## src/rtl/pipe_hazard_pkg.sv

```systemverilog
// ---------------------------------------------------------------------------
// pipe_hazard_pkg
//   Shared definitions for the forwarding / load-use hazard unit.
//   - FWD_* : encoding of the EX operand mux select (0 = register file,
//             k = shadow pipeline position k).
//   - shadow_ctl_t : control bits kept per shadow pipeline position.
//   - is_producer : true when a shadow entry will write a register.
// ---------------------------------------------------------------------------
package pipe_hazard_pkg;

  localparam int FWD_RF    = 0;
  localparam int FWD_EXMEM = 1;
  localparam int FWD_MEMWB = 2;

  typedef struct packed {
    logic valid;
    logic regwrite;
    logic memread;
  } shadow_ctl_t;

  function automatic logic is_producer(input shadow_ctl_t e);
    return e.valid & e.regwrite;
  endfunction

endpackage

```

## src/rtl/fwd_sel_prio.sv

```systemverilog
// ---------------------------------------------------------------------------
// fwd_sel_prio
//   Priority encoder for one EX operand. Picks the nearest shadow position
//   (1..NFWD) whose producer writes the operand's source register.
//   Ports:
//     en       in  operand's instruction in EX is valid
//     src      in  source register of this operand
//     producer in  bit k-1 set when shadow position k writes a register
//     rd       in  destination of position k at [(k-1)*AW +: AW]
//     sel      out 0 = register file, k = forward from position k
// ---------------------------------------------------------------------------
module fwd_sel_prio
  import pipe_hazard_pkg::*;
#(
  parameter int AW   = 5,
  parameter int NFWD = 2,
  parameter int SW   = 2
) (
  input  logic              en,
  input  logic [AW-1:0]     src,
  input  logic [NFWD-1:0]   producer,
  input  logic [NFWD*AW-1:0] rd,
  output logic [SW-1:0]     sel
);

  // Scan from the oldest position towards EX/MEM so the nearest match is
  // the last one written and therefore wins. A zero source never matches,
  // which keeps r0 out of forwarding regardless of what producers claim.
  always_comb begin
    sel = SW'(FWD_RF);
    if (en && (src != '0)) begin
      for (int k = NFWD; k >= FWD_EXMEM; k--) begin
        if (producer[k-1] && (rd[(k-1)*AW +: AW] == src)) begin
          sel = SW'(k);
        end
      end
    end
  end

endmodule

```

## src/rtl/fwd_hazard_unit.sv

```systemverilog
// ---------------------------------------------------------------------------
// fwd_hazard_unit
//   Forwarding and load-use hazard unit. Tracks in-flight destinations in a
//   shadow pipeline (position 0 = EX .. NFWD), drives one forwarding select
//   per EX operand and stalls ID while a load result is not yet reachable.
//   Ports:
//     clk, reset     clock, synchronous active-high reset
//     id_valid       ID holds a real instruction
//     id_src         ID source registers, operand i at [i*AW +: AW]
//     id_rd          ID destination register
//     id_regwrite    ID instruction writes id_rd
//     id_memread     ID instruction is a load
//     flush          kill the ID instruction
//     hold           freeze the whole pipeline
//     fwd_sel        EX operand i select at [i*SW +: SW]
//     stall_id       hold PC and IF/ID, insert a bubble into EX
//     stall_cnt      saturating count of stalled, non-held cycles
// ---------------------------------------------------------------------------
module fwd_hazard_unit
  import pipe_hazard_pkg::*;
#(
  parameter int AW       = 5,
  parameter int NSRC     = 2,
  parameter int NFWD     = 2,
  parameter int LOAD_LAT = 1,
  localparam int SW      = $clog2(NFWD + 1)
) (
  input  logic                clk,
  input  logic                reset,
  input  logic                id_valid,
  input  logic [NSRC*AW-1:0]  id_src,
  input  logic [AW-1:0]       id_rd,
  input  logic                id_regwrite,
  input  logic                id_memread,
  input  logic                flush,
  input  logic                hold,
  output logic [NSRC*SW-1:0]  fwd_sel,
  output logic                stall_id,
  output logic [31:0]         stall_cnt
);

  // A load must have reached a forwardable position before the pipeline
  // runs out of places to forward from.
  if (NFWD < LOAD_LAT + 1) begin : g_param_check
    $error("fwd_hazard_unit: NFWD must be >= LOAD_LAT+1");
  end

  shadow_ctl_t           ctl_q [0:NFWD];
  logic [AW-1:0]         rd_q  [0:NFWD];
  logic [NSRC*AW-1:0]    src_q;

  logic                  load_hit;
  logic                  take_id;
  logic [NFWD-1:0]       producer;
  logic [NFWD*AW-1:0]    rd_flat;

  // Load-use detection: a load still inside positions 0..LOAD_LAT-1 cannot
  // be forwarded yet, so any ID consumer of its destination must wait.
  always_comb begin
    load_hit = 1'b0;
    for (int p = 0; p < LOAD_LAT; p++) begin
      for (int j = 0; j < NSRC; j++) begin
        if (ctl_q[p].valid && ctl_q[p].memread && (rd_q[p] != '0) &&
            (rd_q[p] == id_src[j*AW +: AW])) begin
          load_hit = 1'b1;
        end
      end
    end
  end

  assign stall_id = id_valid & ~flush & load_hit;
  assign take_id  = id_valid & ~flush & ~stall_id;

  // Shadow pipeline. hold freezes everything, which also means a flush
  // raised during hold has no effect until hold drops.
  always_ff @(posedge clk) begin
    if (reset) begin
      for (int k = 0; k <= NFWD; k++) begin
        ctl_q[k] <= '0;
        rd_q[k]  <= '0;
      end
      src_q <= '0;
    end else if (!hold) begin
      for (int k = 1; k <= NFWD; k++) begin
        ctl_q[k] <= ctl_q[k-1];
        rd_q[k]  <= rd_q[k-1];
      end
      if (take_id) begin
        ctl_q[0] <= '{valid: 1'b1, regwrite: id_regwrite, memread: id_memread};
        rd_q[0]  <= id_rd;
        src_q    <= id_src;
      end else begin
        ctl_q[0] <= '0;
        rd_q[0]  <= '0;
        src_q    <= '0;
      end
    end
  end

  always_ff @(posedge clk) begin
    if (reset) begin
      stall_cnt <= '0;
    end else if (!hold && stall_id && (stall_cnt != 32'hFFFF_FFFF)) begin
      stall_cnt <= stall_cnt + 32'd1;
    end
  end

  for (genvar k = 1; k <= NFWD; k++) begin : g_flat
    assign producer[k-1]          = is_producer(ctl_q[k]);
    assign rd_flat[(k-1)*AW +: AW] = rd_q[k];
  end

  for (genvar i = 0; i < NSRC; i++) begin : g_sel
    fwd_sel_prio #(
      .AW   (AW),
      .NFWD (NFWD),
      .SW   (SW)
    ) u_prio (
      .en       (ctl_q[0].valid),
      .src      (src_q[i*AW +: AW]),
      .producer (producer),
      .rd       (rd_flat),
      .sel      (fwd_sel[i*SW +: SW])
    );
  end

endmodule

```

## config.mk

```make
export PLATFORM = sky130hd
export DESIGN_NAME = fwd_hazard_unit
export DESIGN_NICKNAME = d
export VERILOG_FILES = /design/src/rtl/pipe_hazard_pkg.sv /design/src/rtl/fwd_sel_prio.sv /design/src/rtl/fwd_hazard_unit.sv
export SDC_FILE = /design/constraint.sdc
export NUM_CORES = 1
export LEC_CHECK = 0
export BUFFER_PORTS_ARGS = -buffer_cell sky130_fd_sc_hd__buf_2
export CORE_MARGIN = 8
export CORE_UTILIZATION = 42
export CTS_CLUSTER_DIAMETER = 40
export CTS_CLUSTER_SIZE = 24
export DETAILED_ROUTE_END_ITERATION = 10
export PLACE_DENSITY = 0.64
export SLEW_MARGIN = 40
export SYNTH_ARGS = -nofsm -noshare
export SYNTH_HDL_FRONTEND = slang
export SYNTH_SLANG_ARGS = --single-unit
```

## constraint.sdc

```tcl
create_clock -name clk -period 2.6 [get_ports clk]
set_input_delay 0.52 -clock clk [delete_from_list [all_inputs] [get_ports clk]]
set_output_delay 0.52 -clock clk [all_outputs]
set_load 0.05 [all_outputs]
```

==> tab_implementation.tex <==
\begin{tabular}{lr}
\hline
Metric & Value \\
\hline
\multicolumn{2}{l}{\textbf{STA}} \\
Total negative setup slack & 0 ps \\
Minimum period implied by the final worst setup slack & 2470 ps \\
Slew at the pin closest to its max-slew limit & 478 ps \\
Final count of pins violating max slew & 0 \\
Smallest setup slack after layout & 126 ps \\
RSZ-0062 raised after global routing & false \\
Final setup vio count & 0 \\
Top achievable clock speed & 404 MHz \\
Max-Slew Margin vs Limit & 0.678 \\
Final Hold Vio Count & 0 \\
Post-route fraction of the period consumed by the critical path & 0.951 \\
Setup Skew & 6.19 ps \\
\multicolumn{2}{l}{\textbf{Power and ir drop}} \\
IR drop worst, VDD & 0.330 mV \\
Static leakage & 1.45 nW \\
Pwr/cell area & 588 nW/um\^{}2 \\
\multicolumn{2}{l}{\textbf{Placement}} \\
HPWL reported at the end of detailed placement & 5.52 mm \\
GP Congestion & 0.777 \\
Placement-stage cell area & 3600 sq um \\
Buffers added on ports & 58 \\
Worst slack at placement & 94.5 ps \\
\multicolumn{2}{l}{\textbf{Worst setup path}} \\
Crit path buf inv count & 1 \\
Delay of the slowest cell on the worst path & 610 ps \\
CP Capture Type & primary output \\
Reg2Reg Depth & 6 \\
Critical path class & flop to primary output \\
Chain of cells forming the critical path & or4\_1 > o2111ai\_1 > nor2\_1 > buf\_4 \\
CP startpoint kind & flop \\
Slowest library cell on the worst path & or4\_1 \\
CP required & 2080 ps \\
Cell family contributing the most delay on the critical path & simple AND/OR/NAND/NOR gates \\
Largest fanout of any net on the critical path & 4 \\
Stages on worst setup path & 4 \\
Signal arrival time at the worst endpoint & 1950 ps \\
\multicolumn{2}{l}{\textbf{Clocking}} \\
Clock network latency to the later pin of the worst-skew pair & 340 ps \\
Htree depth & 3 \\
Clock-pin slew of the registers on the worst-case setup and hold paths & 70 ps \\
Cts bufs inserted & 9 \\
Max clock buf depth & 2 \\
Number of clock sinks & 64 \\
Clk root buf & clkbuf\_8 \\
TritonCTS clock tree & built \\
\multicolumn{2}{l}{\textbf{Worst hold path}} \\
Hold path depth & 2 \\
Path type of the worst min-delay path & input pin to flop \\
\multicolumn{2}{l}{\textbf{Cells and area}} \\
Fraction of final layout cells with drive strength greater than 1 & 0.235 \\
Synth-to-Final Area Change & 22.0\% \\
Antenna Cells & 0 \\
Fill count & 672 \\
Core Util, Final & 0.530 \\
Layout Nets & 410 \\
Final cell area excluding filler cells & 3850 sq um \\
\multicolumn{2}{l}{\textbf{Drt}} \\
Number of vias per cell & 5.39 \\
Total vias in the final route & 2648 \\
Routed wire length per instance & 15.3 microns \\
Drc violations & 0 \\
Final routed wirelength across all metal layers & 7.52 mm \\
DR iter-0 viols & 110 \\
Count of TritonRoute iterations in the first routing pass & 4 \\
Number of routed nets with antenna violations & 0 \\
\multicolumn{2}{l}{\textbf{Logic synthesis}} \\
Mapped Nets & 343 \\
Post-synthesis register bit count & 64 \\
Share of flip-flops with an asynchronous set or reset & 0 \\
Mean cell area of the mapped netlist & 9.86 sq um \\
Top\_reg\_cell synth & dfxtp\_1 \\
Number of enable flip-flop cells after synthesis & 22 \\
Count of different cell masters after synthesis & 41 \\
Cell count after synthesis & 320 \\
Synth Cell Area & 3150 sq um \\
Sequential cell area fraction in the yosys report & 0.476 \\
Number of warnings printed during yosys synthesis & 0 \\
\multicolumn{2}{l}{\textbf{GRT}} \\
Gr busiest metal & met2 \\
Met3 GRT Util & 0.0446 \\
GRT Total Usage & 0.149 \\
Number of global-route vias before repair & 2603 \\
Pin count of the biggest net entering global routing & 36 \\
Fraction of met1 tracks used by global routing & 0.179 \\
Wire length of the first global-routing pass & 12.3 mm \\
Grt met2 use & 0.245 \\
Antenna violations before repair & 0 \\
Total congestion overflow after global routing & 0 \\
\multicolumn{2}{l}{\textbf{Floorplanning}} \\
Chip Height & 103 microns \\
Area of the placeable core & 7250 sq um \\
Starting density of the core & 0.435 \\
Die area & 10500 sq um \\
Count of standard-cell rows & 31 \\
Io pins & 59 \\
Die W & 103 microns \\
\multicolumn{2}{l}{\textbf{Job}} \\
Max-capacitance violation count & 0 \\
\multicolumn{2}{l}{\textbf{Status}} \\
Result of the run & finished, final reports clean \\
\hline
\end{tabular}
==> synth_stat cells, types with 5 or more instances <==
| cell | n | area [sq um] |
|---|---|---|
| nand3_1 | 13 | 65.1 |
| o31ai_1 | 14 | 105 |
| xor2_1 | 8 | 70.1 |
| edfxtp_1 | 22 | 661 |
| nor2_1 | 16 | 60.1 |
| or3_1 | 8 | 50.1 |
| or4_1 | 18 | 135 |
| a21oi_1 | 21 | 105 |
| clkbuf_1 | 9 | 33.8 |
| a22o_1 | 10 | 87.6 |
| nand2_1 | 20 | 75.1 |
| inv_1 | 5 | 18.8 |
| nand4_1 | 14 | 87.6 |
| xnor2_1 | 29 | 254 |
| and2_1 | 22 | 138 |
| dfxtp_1 | 42 | 841 |
| o21ai_0 | 6 | 30.0 |
| nor3_1 | 6 | 30.0 |
==> metrics by stage <==
stage / hold WS, ps / instances / total power [W]
final: 413 / 491 / 0.00226
after global routing: 401 / 491 / 0.00235
after CTS: 397 / 491 / 0.00229
after detailed placement: 486 / 475 / 0.00124
after global placement: 482 / 475 / 0.00123
after floorplan: 497 / 320 / 0.00119
==> area by class of cell <==
type | instances | area [sq um] | area share
clock buffer | 10 | 138 | 0.0358
multi-input combinational | 238 | 1580 | 0.412
tap | 99 | 124 | 0.0322
clock inverter | 6 | 106 | 0.0276
inverter | 5 | 18.8 | 0.00488
timing repair buffer | 69 | 375 | 0.0976
sequential | 64 | 1500 | 0.390
==> cell usage in the layout (no fill, tap or decap), drive strengths merged <==
cell / Yosys / layout
and3b: 1 / 1
o2111ai: 2 / 2
nor4: 5 / 5
and2: 22 / 22
clkinvlp: 0 / 1
inv: 5 / 5
mux2: 2 / 2
o22ai: 1 / 1
edfxtp: 22 / 22
a21oi: 21 / 21
nor2: 16 / 16
o21ai: 10 / 10
buf: 4 / 69
mux2i: 1 / 1
ha: 1 / 1
dfxtp: 42 / 42
o21a: 1 / 1
clkinv: 0 / 2
bufinv: 0 / 3
nand4: 15 / 15
a31oi: 1 / 1
nand2: 20 / 20
or3: 9 / 9
or2: 1 / 1
nand3: 14 / 14
o31ai: 14 / 14
xor2: 8 / 8
clkbuf: 9 / 10
nor4b: 2 / 2
nor3: 6 / 6
a22o: 10 / 10
and3: 2 / 2
nor2b: 4 / 4
nand2b: 1 / 1
xnor2: 29 / 29
nor3b: 1 / 1
or4: 18 / 18
==> cells by family (layout without fill, tap and decap cells) <==
group,Yosys count,in the layout,synth area share
buffers and inverters,18,90,0.0238
DFF,64,64,0.476
AOI/OAI and AO/OA,60,60,0.128
adders and majority gates,1,1,0.00397
xor gates and xnor gates,37,37,0.103
and+or+nand+nor,137,137,0.255
muxes,3,3,0.0103
==> state kept, by name, summed over array words and instances, names as in the netlist <==
signal	count
ctl_q	7
rd_q	15
src_q	10
stall_cnt	32
==> routing by layer <==
metal  vias up  wire length, microns
met5         -                     0
met4         0                   125
met3        13                   397
met2        56                  3650
met1      1259                  3350
li1       1320                     -
==> power by group <==
group | leakage (nW) | switching, W | internal, W
registers | 0.581 | 0.0000254 | 0.00106
clock network | 0.120 | 0.000390 | 0.000658
logic | 0.746 | 0.0000664 | 0.0000613
==> worst reg2reg max path: stages, from the launching register on <==
cell     delay, ps
dfxtp_1        420
nand4_2        180
or3_4          450
nor4_4         270
nand3_2        230
or4_1          510
a21oi_1        150
==> path summary, 6_finish.rpt <==
check / start / end / slack, ps
setup / recovery: rd_q[0][1]$_SDFFCE_PP0P_ / stall_id / 130
setup reg to reg: stall_cnt[3]$_SDFFE_PP0P_ / stall_cnt[29]$_SDFFE_PP0P_ / 310
hold / removal: id_src[4] / src_q[4]$_SDFFE_PP0N_ / 410
hold reg to reg: stall_cnt[13]$_SDFFE_PP0P_ / stall_cnt[13]$_SDFFE_PP0P_ / 510
==> what timing repair did <==
action	4_1_cts	5_1_grt
hold buffers	0	0
setup endpoints to repair	0	1
resized for setup	0	2
setup buffers	0	0
(Power assumes the default switching activity.)
